<file path="src/rtl/uart_pkg.sv">
// Shared UART definitions: arbiter state encoding and the default frame width
// used by uart_rx, uart_tx and uart_tx_arbiter.
package uart_pkg;

  localparam int unsigned DataWidthDefault = 8;

  typedef enum logic [1:0] {
    Idle     = 2'd0,
    Issue    = 2'd1,
    WaitBusy = 2'd2,
    WaitDone = 2'd3
  } arb_state_e;

endpackage

</file>
<file path="src/rtl/uart_tx_arbiter_rr_pick.sv">
// Round-robin pick: the first set request at or above the pointer, wrapping
// modulo NumReq. The scan wraps explicitly, so NumReq need not be a power of two.
module rr_pick #(
  parameter int unsigned NumReq   = 4,
  parameter int unsigned IdxWidth = $clog2(NumReq)
) (
  input  logic [NumReq-1:0]   req_i,
  input  logic [IdxWidth-1:0] ptr_i,
  output logic                found_o,
  output logic [IdxWidth-1:0] idx_o
);

  int unsigned cand;

  // Scanning from the farthest offset down to offset 0 lets the nearest request win.
  always_comb begin
    found_o = 1'b0;
    idx_o   = '0;
    cand    = 0;
    for (int i = NumReq - 1; i >= 0; i--) begin
      cand = int'(ptr_i) + i;
      if (cand >= NumReq) cand = cand - NumReq;
      if (req_i[IdxWidth'(cand)]) begin
        found_o = 1'b1;
        idx_o   = IdxWidth'(cand);
      end
    end
  end

endmodule

</file>
<file path="src/rtl/uart_tx_arbiter.sv">
// Shares one UART transmitter between NumReq byte producers, with round-robin
// selection and an optional per-requester lock for multi-byte messages.
//
// state    | meaning
// Idle     | pick a winner (locked owner only, if locked), accept its byte
// Issue    | one-cycle tx_start_o pulse with the latched byte
// WaitBusy | wait for the transmitter to raise busy (unbounded)
// WaitDone | wait for busy to fall, then update the lock and the pointer
module uart_tx_arbiter
  import uart_pkg::*;
#(
  parameter int unsigned NumReq    = 4,
  parameter int unsigned DataWidth = DataWidthDefault
) (
  input  logic                        clk_i,
  input  logic                        rst_i,
  input  logic [NumReq-1:0]           req_valid_i,
  input  logic [NumReq*DataWidth-1:0] req_data_i,
  input  logic [NumReq-1:0]           req_lock_i,
  output logic [NumReq-1:0]           req_ready_o,
  output logic [NumReq-1:0]           grant_o,
  output logic                        tx_start_o,
  output logic [DataWidth-1:0]        tx_data_o,
  input  logic                        tx_busy_i,
  output logic                        active_o
);

  localparam int unsigned IdxWidth = $clog2(NumReq);

  arb_state_e           state_q, state_d;
  logic [IdxWidth-1:0]  rr_ptr_q, rr_ptr_d;
  logic [IdxWidth-1:0]  owner_q, owner_d;
  logic                 lock_q, lock_d;
  logic [DataWidth-1:0] tx_data_q, tx_data_d;

  logic [NumReq-1:0]    owner_oh;
  logic [NumReq-1:0]    eligible;
  logic                 pick_found;
  logic [IdxWidth-1:0]  pick_idx;

  assign owner_oh = NumReq'(1) << owner_q;
  assign eligible = lock_q ? (req_valid_i & owner_oh) : req_valid_i;

  rr_pick #(
    .NumReq   (NumReq),
    .IdxWidth (IdxWidth)
  ) u_rr_pick (
    .req_i   (eligible),
    .ptr_i   (rr_ptr_q),
    .found_o (pick_found),
    .idx_o   (pick_idx)
  );

  always_comb begin
    state_d     = state_q;
    rr_ptr_d    = rr_ptr_q;
    owner_d     = owner_q;
    lock_d      = lock_q;
    tx_data_d   = tx_data_q;
    req_ready_o = '0;
    tx_start_o  = 1'b0;
    grant_o     = owner_oh;
    case (state_q)
      Idle: begin
        grant_o = lock_q ? owner_oh : '0;
        if (pick_found) begin
          req_ready_o = NumReq'(1) << pick_idx;
          owner_d     = pick_idx;
          tx_data_d   = req_data_i[pick_idx*DataWidth +: DataWidth];
          state_d     = Issue;
        end
      end
      Issue: begin
        tx_start_o = 1'b1;
        state_d    = WaitBusy;
      end
      WaitBusy: begin
        if (tx_busy_i) state_d = WaitDone;
      end
      WaitDone: begin
        if (!tx_busy_i) begin
          state_d = Idle;
          if (req_lock_i[owner_q]) begin
            lock_d = 1'b1;
          end else begin
            lock_d   = 1'b0;
            rr_ptr_d = (owner_q == IdxWidth'(NumReq - 1)) ? '0 : owner_q + IdxWidth'(1);
          end
        end
      end
      default: state_d = Idle;
    endcase
    // A byte is not consumed while reset is held, so never advertise acceptance.
    if (rst_i) req_ready_o = '0;
  end

  always_ff @(posedge clk_i) begin
    if (rst_i) begin
      state_q   <= Idle;
      rr_ptr_q  <= '0;
      owner_q   <= '0;
      lock_q    <= 1'b0;
      tx_data_q <= '0;
    end else begin
      state_q   <= state_d;
      rr_ptr_q  <= rr_ptr_d;
      owner_q   <= owner_d;
      lock_q    <= lock_d;
      tx_data_q <= tx_data_d;
    end
  end

  assign tx_data_o = tx_data_q;
  assign active_o  = (state_q != Idle);

endmodule
</file>
<file path="config.mk">
export PLATFORM = sky130hd
export DESIGN_NAME = uart_tx_arbiter
export DESIGN_NICKNAME = d
export VERILOG_FILES = /design/src/rtl/uart_pkg.sv /design/src/rtl/uart_tx_arbiter_rr_pick.sv /design/src/rtl/uart_tx_arbiter.sv
export SDC_FILE = /design/constraint.sdc
export NUM_CORES = 1
export LEC_CHECK = 0
export CORE_UTILIZATION = 42
export CTS_BUF_LIST = sky130_fd_sc_hd__clkbuf_16
export CTS_CLUSTER_SIZE = 16
export DETAILED_ROUTE_END_ITERATION = 6
export GPL_TIMING_DRIVEN = 0
export PLACE_DENSITY = 0.85
export SYNTH_ARGS = -nofsm -noshare
export SYNTH_HDL_FRONTEND = slang
export SYNTH_SLANG_ARGS = --single-unit
</file>
<file path="constraint.sdc">
create_clock -name clk_i -period 3.4 [get_ports clk_i]
set_clock_uncertainty 0.1 [all_clocks]
set_input_delay 0.51 -clock clk_i [delete_from_list [all_inputs] [get_ports clk_i]]
set_output_delay 0.51 -clock clk_i [all_outputs]
set_load 0.05 [all_outputs]
</file>
==> summary.json, run 1 <==
{
  "detail_route.drc_violations": {"value": 0},
  "die_w": {"value": 54.2, "unit": "um"},
  "run_status": {"value": "finished, final reports clean"},
  "switching_part_of_the_total_power": {"value": 45.7, "unit": "%"},
  "combinational_family_with_the_most_area_after_synthesis": {"value": "compound AO/OA/AOI/OAI gates"},
  "fp.dieH": {"value": 54.2, "unit": "um"},
  "yosys_warnings": {"value": 0},
  "grt_use_total": {"value": 25.5, "unit": "%"},
  "nFillCells": {"value": 172},
  "critical_path.startpoint": {"value": "req_valid_i[1]"},
  "finalMaxSlewViolations": {"value": 0},
  "htreeDepth": {"value": 1},
  "multi_input_comb_area": {"value": 779, "unit": "um2"},
  "power_frac_comb": {"value": 59.2, "unit": "%"},
  "synthesized_nets": {"value": 184},
  "clk_transition_reported_paths": {"value": 0.05, "unit": "ns"},
  "grt_overflow": {"value": 0},
  "timing.rr.start": {"value": "owner_q[0]"},
  "place_hpwl": {"value": 2610, "unit": "um"},
  "drt-wirelength-per-cell": {"value": 15.4, "unit": "um"},
  "gpl.final_weighted_congestion": {"value": 0.712},
  "ff2ff_setup_slack": {"value": 0.91, "unit": "ns"},
  "biggest_fanout_along_the_worst_timing_path": {"value": 6},
  "design.core.area": {"value": 0.00252, "unit": "mm2"},
  "effective_utilization_at_floorplan": {"value": 45.4, "unit": "%"},
  "largest_net_degree_at_the_start_of_global_routing": {"value": 11},
  "arrival": {"value": 2.61, "unit": "ns"},
  "ant_nets": {"value": 0},
  "clock_insertion_delay_worst_skew": {"value": 0.24, "unit": "ns"},
  "summed_instance_area_of_the_synthesized_netlist": {"value": 0.00114, "unit": "mm2"},
  "total_leakage_power": {"value": 0.754, "unit": "nW"},
  "portion_of_netlist_area_occupied_by_mux_cells": {"value": 19.5, "unit": "%"},
  "cellPowerDensity": {"value": 649, "unit": "mW/mm2"},
  "pin_count": {"value": 61},
  "syn-mean-instance-area": {"value": 8.67, "unit": "um2"},
  "setup.worst_path.class": {"value": "input pin to output pin"},
  "min-delay-path-class": {"value": "flip-flop to flip-flop"},
  "type_of_destination_of_the_critical_path": {"value": "output pin"},
  "antenna_found_initial": {"value": 0},
  "place_worst_setup_slack": {"value": -0.364, "unit": "ns"},
  "yosys.area_share.xor_xnor": {"value": 0, "unit": "%"},
  "sequential_cell_area": {"value": 300, "unit": "um2"},
  "r2r_end": {"value": "tx_data_o[5]"},
  "layout_worst_path_cycle_share": {"value": 94.8, "unit": "%"},
  "worst-slew-pin-transition": {"value": 0.781, "unit": "ns"},
  "tritoncts_clock_tree": {"value": "done"},
  "switchingPower": {"value": 0.554, "unit": "mW"},
  "power.ir.vdd_worst": {"value": 0.455, "unit": "mV"},
  "synth_adder_area_share": {"value": 9.84, "unit": "%"},
  "synth-seq-area-share": {"value": 26.2, "unit": "%"},
  "critical_path.endpoint": {"value": "req_ready_o[1]"},
  "post_synth_inst_count": {"value": 132},
  "dieArea": {"value": 0.00294, "unit": "mm2"},
  "synth.ff_latch_count": {"value": 15},
  "maxCapViolations": {"value": 0},
  "power_report.internal_total": {"value": 0.658, "unit": "mW"},
  "worst_slew_margin_rel": {"value": 48.0, "unit": "%"},
  "global_route_wire_length_before_repair": {"value": 5210, "unit": "um"},
  "vias_per_cell": {"value": 5.52},
  "layout.nets": {"value": 251},
  "grt_pass1_vias": {"value": 1227},
  "critPathRequiredTime": {"value": 2.79, "unit": "ns"},
  "timing.hold.worst.start": {"value": "tx_data_o[4]"},
  "ctsLongestPathBuffers": {"value": 2},
  "setup-tns-final": {"value": 0, "unit": "ns"},
  "post-place-cells": {"value": 221},
  "port_buffers": {"value": 59},
  "reg2regPathDepth": {"value": 8},
  "critPathLaunchType": {"value": "input pin"},
  "root_buffer_selected_by_cts": {"value": "sky130_fd_sc_hd__clkbuf_16"},
  "synth_compound_gate_area_share": {"value": 20.9, "unit": "%"},
  "final-hold-violation-count": {"value": 0},
  "power.share.clock": {"value": 18.7, "unit": "%"},
  "rows": {"value": 18},
  "timing.critical_path.cells": {"value": "clkdlybuf4s50_1 > inv_1 > a21oi_1 > o21ba_2 > o21bai_1 > nand4b_1 > nor2b_1 > clkdlybuf4s15_2"},
  "post-route-util": {"value": 74.0, "unit": "%"},
  "drt_iter0_drc": {"value": 14},
  "routed_wirelength": {"value": 3510, "unit": "um"},
  "first_pass_iters": {"value": 6},
  "drive_gt1_share": {"value": 10.1, "unit": "%"},
  "numClockSinks": {"value": 15},
  "layout_min_cycle_time": {"value": 3.22, "unit": "ns"},
  "stdcell_count": {"value": 228},
  "critical_path.slowest_cell": {"value": "sky130_fd_sc_hd__clkdlybuf4s50_1"},
  "synth-simple-area-share": {"value": 17.9, "unit": "%"},
  "vias_after_detailed_routing": {"value": 1258},
  "power.sequential.fraction": {"value": 22.1, "unit": "%"},
  "setup_violations": {"value": 0},
  "area_overhead_of_the_layout_relative_to_synthesis": {"value": 63.1, "unit": "%"},
  "layout_setup_ws": {"value": 0.177, "unit": "ns"},
  "antenna_cells": {"value": 0},
  "max_freq": {"value": 310, "unit": "MHz"},
  "cts_inserted_buffers": {"value": 3},
  "post_synth_num_cell_types": {"value": 34},
  "rsz0062_at_grt": {"value": "no"},
  "postCtsHoldBufs": {"value": 0},
  "cp_slowest_stage_delay": {"value": 0.53, "unit": "ns"}
}
==> what timing repair did <==
| item | CTS | global route |
|---|---|---|
| setup buffers | 0 | 3 |
| gates resized for setup | 8 | 4 |
| pin swaps | 0 | 0 |
| endpoints found under the setup margin | 4 | 4 |
==> per-stage QoR <==
stage          area [um2]  hold slack, ns  total power [mW]
2_1_floorplan        1140           0.372             0.730
3_3_place_gp         1770           0.346             0.946
3_5_place_dp         1770           0.357             0.963
4_1_cts              1850           0.371              1.19
5_1_grt              1870           0.394              1.28
6_report             1870           0.366              1.21
==> Yosys cell counts <==
master,instances,area [um2]
sky130_fd_sc_hd__mux2i_1,20,200
sky130_fd_sc_hd__dfxtp_1,15,300
sky130_fd_sc_hd__nand2_1,15,56.3
sky130_fd_sc_hd__nor2_1,13,48.8
sky130_fd_sc_hd__ha_1,9,113
sky130_fd_sc_hd__inv_1,8,30.0
sky130_fd_sc_hd__o221ai_1,8,70.1
sky130_fd_sc_hd__a21oi_1,6,30.0
sky130_fd_sc_hd__nor2b_1,5,31.3
sky130_fd_sc_hd__and2_1,4,25.0
sky130_fd_sc_hd__a211oi_1,2,15.0
sky130_fd_sc_hd__a31oi_1,2,12.5
sky130_fd_sc_hd__clkbuf_1,2,7.51
sky130_fd_sc_hd__o21ai_0,2,10.0
sky130_fd_sc_hd__o21bai_1,2,15.0
sky130_fd_sc_hd__a2bb2oi_1,1,8.76
sky130_fd_sc_hd__buf_2,1,5.00
sky130_fd_sc_hd__buf_4,1,7.51
sky130_fd_sc_hd__buf_6,1,11.3
sky130_fd_sc_hd__inv_2,1,3.75
sky130_fd_sc_hd__mux4_2,1,22.5
sky130_fd_sc_hd__nand4b_1,1,8.76
sky130_fd_sc_hd__nor2b_4,1,13.8
sky130_fd_sc_hd__nor4b_2,1,15.0
sky130_fd_sc_hd__o2111ai_1,1,8.76
sky130_fd_sc_hd__o211a_1,1,10.0
sky130_fd_sc_hd__o211ai_1,1,7.51
sky130_fd_sc_hd__o21a_1,1,7.51
sky130_fd_sc_hd__o21ai_1,1,5.00
sky130_fd_sc_hd__o21ai_2,1,8.76
sky130_fd_sc_hd__o21ba_2,1,10.0
sky130_fd_sc_hd__o22ai_2,1,12.5
sky130_fd_sc_hd__o31ai_1,1,7.51
sky130_fd_sc_hd__or3_1,1,6.26
==> per-layer routing <==
| metal | GRT usage (%) | vias to the layer above | wire length [um] |
|---|---|---|---|
| met5 | 0 | - | 0 |
| met4 | 11.1 | 0 | 69 |
| met3 | 8.61 | 6 | 345 |
| met2 | 50.6 | 69 | 1830 |
| met1 | 22.6 | 576 | 1270 |
| li1 | - | 607 | - |
==> worst min path at each step <==
stage | to | slack, ns | cells after the start
after floorplan | owner_q[1] | 0.37 | 2
after global placement | tx_data_o[3] | 0.35 | 2
after detailed placement | tx_data_o[3] | 0.36 | 2
after CTS | tx_data_o[4] | 0.37 | 2
after global routing | tx_data_o[4] | 0.39 | 2
final | tx_data_o[4] | 0.37 | 2
==> critical path: cells and delay by family <==
family,cells,cell delay [ns]
AO/OA/AOI/OAI,3,0.62
buffers and inverters,3,0.98
AND/OR/NAND/NOR,2,0.49
==> placed cells by master, fill, tap and decap left out, drive strengths merged <==
cell type / instances
a211oi: 2
a21oi: 6
a2bb2oi: 1
a31oi: 2
and2: 4
buf: 6
clkbuf: 7
clkdlybuf4s15: 2
clkdlybuf4s50: 55
dfxtp: 15
ha: 9
inv: 10
mux2i: 20
mux4: 1
nand2: 15
nand4b: 1
nor2: 13
nor2b: 6
nor4b: 1
o2111ai: 1
o211a: 1
o211ai: 1
o21a: 1
o21ai: 4
o21ba: 1
o21bai: 2
o221ai: 8
o22ai: 1
o31ai: 1
or3: 1
==> area by class of cell <==
class                           count  area share, %
Buffer                              5           1.68
Clock buffer                        3           4.02
Clock inverter                      1          0.201
Inverter                            9           1.81
Multi-Input combinational cell    103           41.8
Sequential cell                    15           16.1
Tap cell                           30           2.01
Timing Repair Buffer               62           32.4
==> flip-flops by register name (all words and copies together) (netlist names) <==
register / count
lock_q: 1
rr_ptr_q: 2
state_q: 2
tx_data_o: 8
owner_q: 2
==> cell families after synthesis <==
logic type | after synthesis
and+or+nand+nor | 41
AOI/OAI and AO/OA | 32
muxes | 21
DFF | 15
buffers and inverters | 14
adders and majority gates | 9
==> power by group through the flow <==
stage                     clock network [mW]  registers, mW  logic (mW)
after floorplan                            0          0.376       0.354
after global placement                     0          0.266       0.680
after detailed placement                   0          0.269       0.693
after CTS                              0.227          0.268       0.697
after global routing                   0.239          0.276       0.766
final                                  0.226          0.268       0.718
Power figures use the tool's default switching activity.
==> inputs of run 2 (changes only) <==
--- a/config.mk
+++ b/config.mk
@@ -5,12 +5,13 @@
 export SDC_FILE = /design/constraint.sdc
 export NUM_CORES = 1
 export LEC_CHECK = 0
-export CORE_UTILIZATION = 42
+export ABC_AREA = 1
+export CORE_UTILIZATION = 45
 export CTS_BUF_LIST = sky130_fd_sc_hd__clkbuf_16
-export CTS_CLUSTER_SIZE = 16
+export CTS_CLUSTER_SIZE = 12
 export DETAILED_ROUTE_END_ITERATION = 6
 export GPL_TIMING_DRIVEN = 0
-export PLACE_DENSITY = 0.85
+export PLACE_DENSITY = 0.86
 export SYNTH_ARGS = -nofsm -noshare
 export SYNTH_HDL_FRONTEND = slang
 export SYNTH_SLANG_ARGS = --single-unit
==> summary.json, run 2 <==
{
  "vias_per_cell": {"value": 5.30},
  "layout_worst_path_cycle_share": {"value": 92.4, "unit": "%"},
  "largest_net_degree_at_the_start_of_global_routing": {"value": 11},
  "detail_route.drc_violations": {"value": 0},
  "nFillCells": {"value": 245},
  "timing.critical_path.cells": {"value": "inv_1 > ha_1 > inv_1 > nand2_1 > nand3_1 > nand2_1 > nand2_1 > nand2_2 > inv_2 > nand3_4 > nand2_4 > buf_12 > nand2_1 > nor2_1 > clkbuf_2"},
  "sequential_cell_area": {"value": 300, "unit": "um2"},
  "grt_overflow": {"value": 0},
  "pin_count": {"value": 61},
  "ys_top_cells_by_count": {"value": "sky130_fd_sc_hd__nand3_1 (60), sky130_fd_sc_hd__nand2_1 (46), sky130_fd_sc_hd__inv_1 (17)"},
  "fin_total_pwr": {"value": 1.04, "unit": "mW"},
  "netlist.area_leader.share": {"value": 22.8, "unit": "%"},
  "netlist.top_cell.by_area": {"value": "sky130_fd_sc_hd__dfxtp_1"},
  "numClockSinks": {"value": 15},
  "yosys_warnings": {"value": 0},
  "effective_utilization_at_floorplan": {"value": 47.8, "unit": "%"},
  "design.core.area": {"value": 0.00276, "unit": "mm2"},
  "cts_inserted_buffers": {"value": 3},
  "final-hold-violation-count": {"value": 0},
  "worst_slew_margin_rel": {"value": 65.7, "unit": "%"},
  "global_route_wire_length_before_repair": {"value": 6190, "unit": "um"},
  "type_of_destination_of_the_critical_path": {"value": "output pin"},
  "drive_gt1_share": {"value": 12.7, "unit": "%"},
  "cp_slowest_stage_delay": {"value": 0.41, "unit": "ns"},
  "synth_edf_count": {"value": 0},
  "ctsLongestPathBuffers": {"value": 2},
  "layout.cells.most_common_list": {"value": "sky130_fd_sc_hd__nand3_1 (60), sky130_fd_sc_hd__clkdlybuf4s50_1 (56), sky130_fd_sc_hd__nand2_1 (46)"},
  "worst-slew-pin-transition": {"value": 0.513, "unit": "ns"},
  "root_buffer_selected_by_cts": {"value": "sky130_fd_sc_hd__clkbuf_16"},
  "post_synth_inst_count": {"value": 204},
  "min-delay-path-class": {"value": "flip-flop to flip-flop"},
  "layout.nets": {"value": 321},
  "crit_top_cell": {"value": "sky130_fd_sc_hd__nand2_1"},
  "timing.rr.start": {"value": "owner_q[0]"},
  "multi_input_comb_area": {"value": 868, "unit": "um2"},
  "postCtsHoldBufs": {"value": 0},
  "grt_use_total": {"value": 24.3, "unit": "%"},
  "port_buffers": {"value": 60},
  "asr_flop_ratio_synth": {"value": 0, "unit": "%"},
  "post-place-cells": {"value": 295},
  "synthesized_nets": {"value": 256},
  "area_overhead_of_the_layout_relative_to_synthesis": {"value": 52.9, "unit": "%"},
  "biggest_fanout_along_the_worst_timing_path": {"value": 10},
  "htreeDepth": {"value": 1},
  "setup_violations": {"value": 0},
  "setup.worst_path.class": {"value": "flip-flop to output pin"},
  "most_frequent_standard_cell_in_the_layout_excluding_fill_and_tap_cells": {"value": "sky130_fd_sc_hd__nand3_1"},
  "ant_nets": {"value": 0},
  "syn-mean-instance-area": {"value": 6.46, "unit": "um2"},
  "finalMaxSlewViolations": {"value": 0},
  "critPathRequiredTime": {"value": 2.79, "unit": "ns"},
  "timing.hold.worst.start": {"value": "tx_data_o[6]"},
  "antenna_found_initial": {"value": 0},
  "antenna_cells": {"value": 0},
  "layout_setup_ws": {"value": 0.258, "unit": "ns"},
  "synth-main-ff-cell": {"value": "sky130_fd_sc_hd__dfxtp_1"},
  "total_leakage_power": {"value": 0.919, "unit": "nW"},
  "routed_wirelength": {"value": 3830, "unit": "um"},
  "fp.dieH": {"value": 56.1, "unit": "um"},
  "post-route-util": {"value": 73.1, "unit": "%"},
  "critical_path.slowest_cell": {"value": "sky130_fd_sc_hd__dfxtp_1"},
  "gpl.final_weighted_congestion": {"value": 0.843},
  "critical-path-top-delay-family": {"value": "simple AND/OR/NAND/NOR gates"},
  "synth-seq-area-share": {"value": 22.8, "unit": "%"},
  "clk_transition_reported_paths": {"value": 0.04, "unit": "ns"},
  "arrival": {"value": 2.53, "unit": "ns"},
  "post_synth_num_cell_types": {"value": 23},
  "drt_iter0_drc": {"value": 123},
  "post-synth-top-count-cell": {"value": "sky130_fd_sc_hd__nand3_1"},
  "ff2ff_setup_slack": {"value": 1.04, "unit": "ns"},
  "critical_path.startpoint": {"value": "owner_q[0]"},
  "place_worst_setup_slack": {"value": -0.148, "unit": "ns"},
  "dieArea": {"value": 0.00315, "unit": "mm2"},
  "cellPowerDensity": {"value": 513, "unit": "mW/mm2"},
  "vias_after_detailed_routing": {"value": 1584},
  "grt_pass1_vias": {"value": 1393},
  "die_w": {"value": 56.1, "unit": "um"},
  "first_pass_iters": {"value": 4},
  "clock_insertion_delay_worst_skew": {"value": 0.24, "unit": "ns"},
  "layout_min_cycle_time": {"value": 3.14, "unit": "ns"},
  "power.ir.vdd_worst": {"value": 0.548, "unit": "mV"},
  "max_freq": {"value": 318, "unit": "MHz"},
  "setup-tns-final": {"value": 0, "unit": "ns"},
  "stdcell_count": {"value": 299},
  "rows": {"value": 19},
  "drt-wirelength-per-cell": {"value": 12.8, "unit": "um"},
  "rsz0062_at_grt": {"value": "no"},
  "buffers_and_inverters_on_the_worst_path": {"value": 5},
  "synth.ff_latch_count": {"value": 15},
  "critPathLaunchType": {"value": "flip-flop"},
  "synth.top_cells.by_area": {"value": "sky130_fd_sc_hd__dfxtp_1 (23%), sky130_fd_sc_hd__nand3_1 (23%), sky130_fd_sc_hd__nand2_1 (13%)"},
  "largest_reg_flops": {"value": 8},
  "tritoncts_clock_tree": {"value": "done"},
  "place_hpwl": {"value": 2980, "unit": "um"},
  "maxCapViolations": {"value": 0},
  "summed_instance_area_of_the_synthesized_netlist": {"value": 0.00132, "unit": "mm2"},
  "run_status": {"value": "finished, final reports clean"}
}
run 2: cell count changes in the layout (fill, tap and decap cells not counted), sizes merged, moves of 4 or more:
cell,delta
mux2i,-20
nand2,+46
o221ai,-8
nor2b,-6
inv,+11
nand3,+63
and2,-4
run 2: final timing paths:
check / depth (start not counted) / endpoint
max: 15 / req_ready_o[3]
max reg2reg: 15 / tx_data_o[5]
min reg2reg: 2 / tx_data_o[6]
min: 2 / tx_data_o[6]
run 2: final cells by class:
type                            instances  share of cell area (%)
Tap cell                               31                    1.92
Clock buffer                            3                    3.72
Timing Repair Buffer                   60                    28.8
Buffer                                  8                    3.60
Inverter                               20                    3.85
Multi-Input combinational cell        161                    43.1
Sequential cell                        15                    14.9
Clock inverter                          1                   0.186
run 2: per-stage QoR:
stage / hold WS (ns) / instance area [um2]
after detailed placement: 0.361 / 1960
after CTS: 0.379 / 2030
after global placement: 0.357 / 1960
after global routing: 0.401 / 2020
after floorplan: 0.400 / 1320
final: 0.376 / 2020
run 2: metal layers:
metal	global-route usage, %	routed length [um]	share of wire [%]	vias to the layer above
li1	-	-	-	806
met1	31.8	1740	46	735
met2	43.0	1920	50	39
met3	2.33	137	3.6	4
met4	5.23	24	0.63	0
met5	0	0	0	-
run 2: kinds of logic (layout without fill, tap and decap cells):
family / count (synthesis) / in the layout / share of synthesized area (%)
AO/OA/AOI/OAI: 15 / 15 / 6.26
XOR/XNOR: 1 / 1 / 0.664
adder cells (fa/ha/maj): 9 / 9 / 8.54
buffers and inverters: 28 / 92 / 11.4
flip-flops: 15 / 15 / 22.8
AND/OR/NAND/NOR: 136 / 136 / 50.4
run 2: worst reg2reg max path, stage by stage (launching register included):
cell,delay (ns)
sky130_fd_sc_hd__dfxtp_1,0.41
sky130_fd_sc_hd__inv_1,0.15
sky130_fd_sc_hd__ha_1,0.22
sky130_fd_sc_hd__inv_1,0.07
sky130_fd_sc_hd__nand2_1,0.07
sky130_fd_sc_hd__nand3_1,0.07
sky130_fd_sc_hd__nand2_1,0.09
sky130_fd_sc_hd__nor2_1,0.23
sky130_fd_sc_hd__nor2_1,0.12
sky130_fd_sc_hd__nand3_4,0.16
sky130_fd_sc_hd__nand2_4,0.11
sky130_fd_sc_hd__buf_12,0.16
sky130_fd_sc_hd__nand2_2,0.05
sky130_fd_sc_hd__nand3_1,0.06
sky130_fd_sc_hd__nand3_1,0.12
sky130_fd_sc_hd__nand2_1,0.06
run 2: what timing repair did:
| action | 4_1_cts | 5_1_grt |
|---|---|---|
| setup buffers | 0 | 0 |
| resized for setup | 4 | 8 |
| endpoints found under the setup margin | 4 | 4 |
| pin swaps | 0 | 0 |
run 2: report_power, final:
part	leakage [nW]	internal (mW)	total (mW)	switching, mW
sequential	0.123	0.213	0.237	0.0241
combinational	0.753	0.212	0.579	0.367
clock	0.0423	0.155	0.220	0.0648
total	0.919	0.579	1.04	0.456
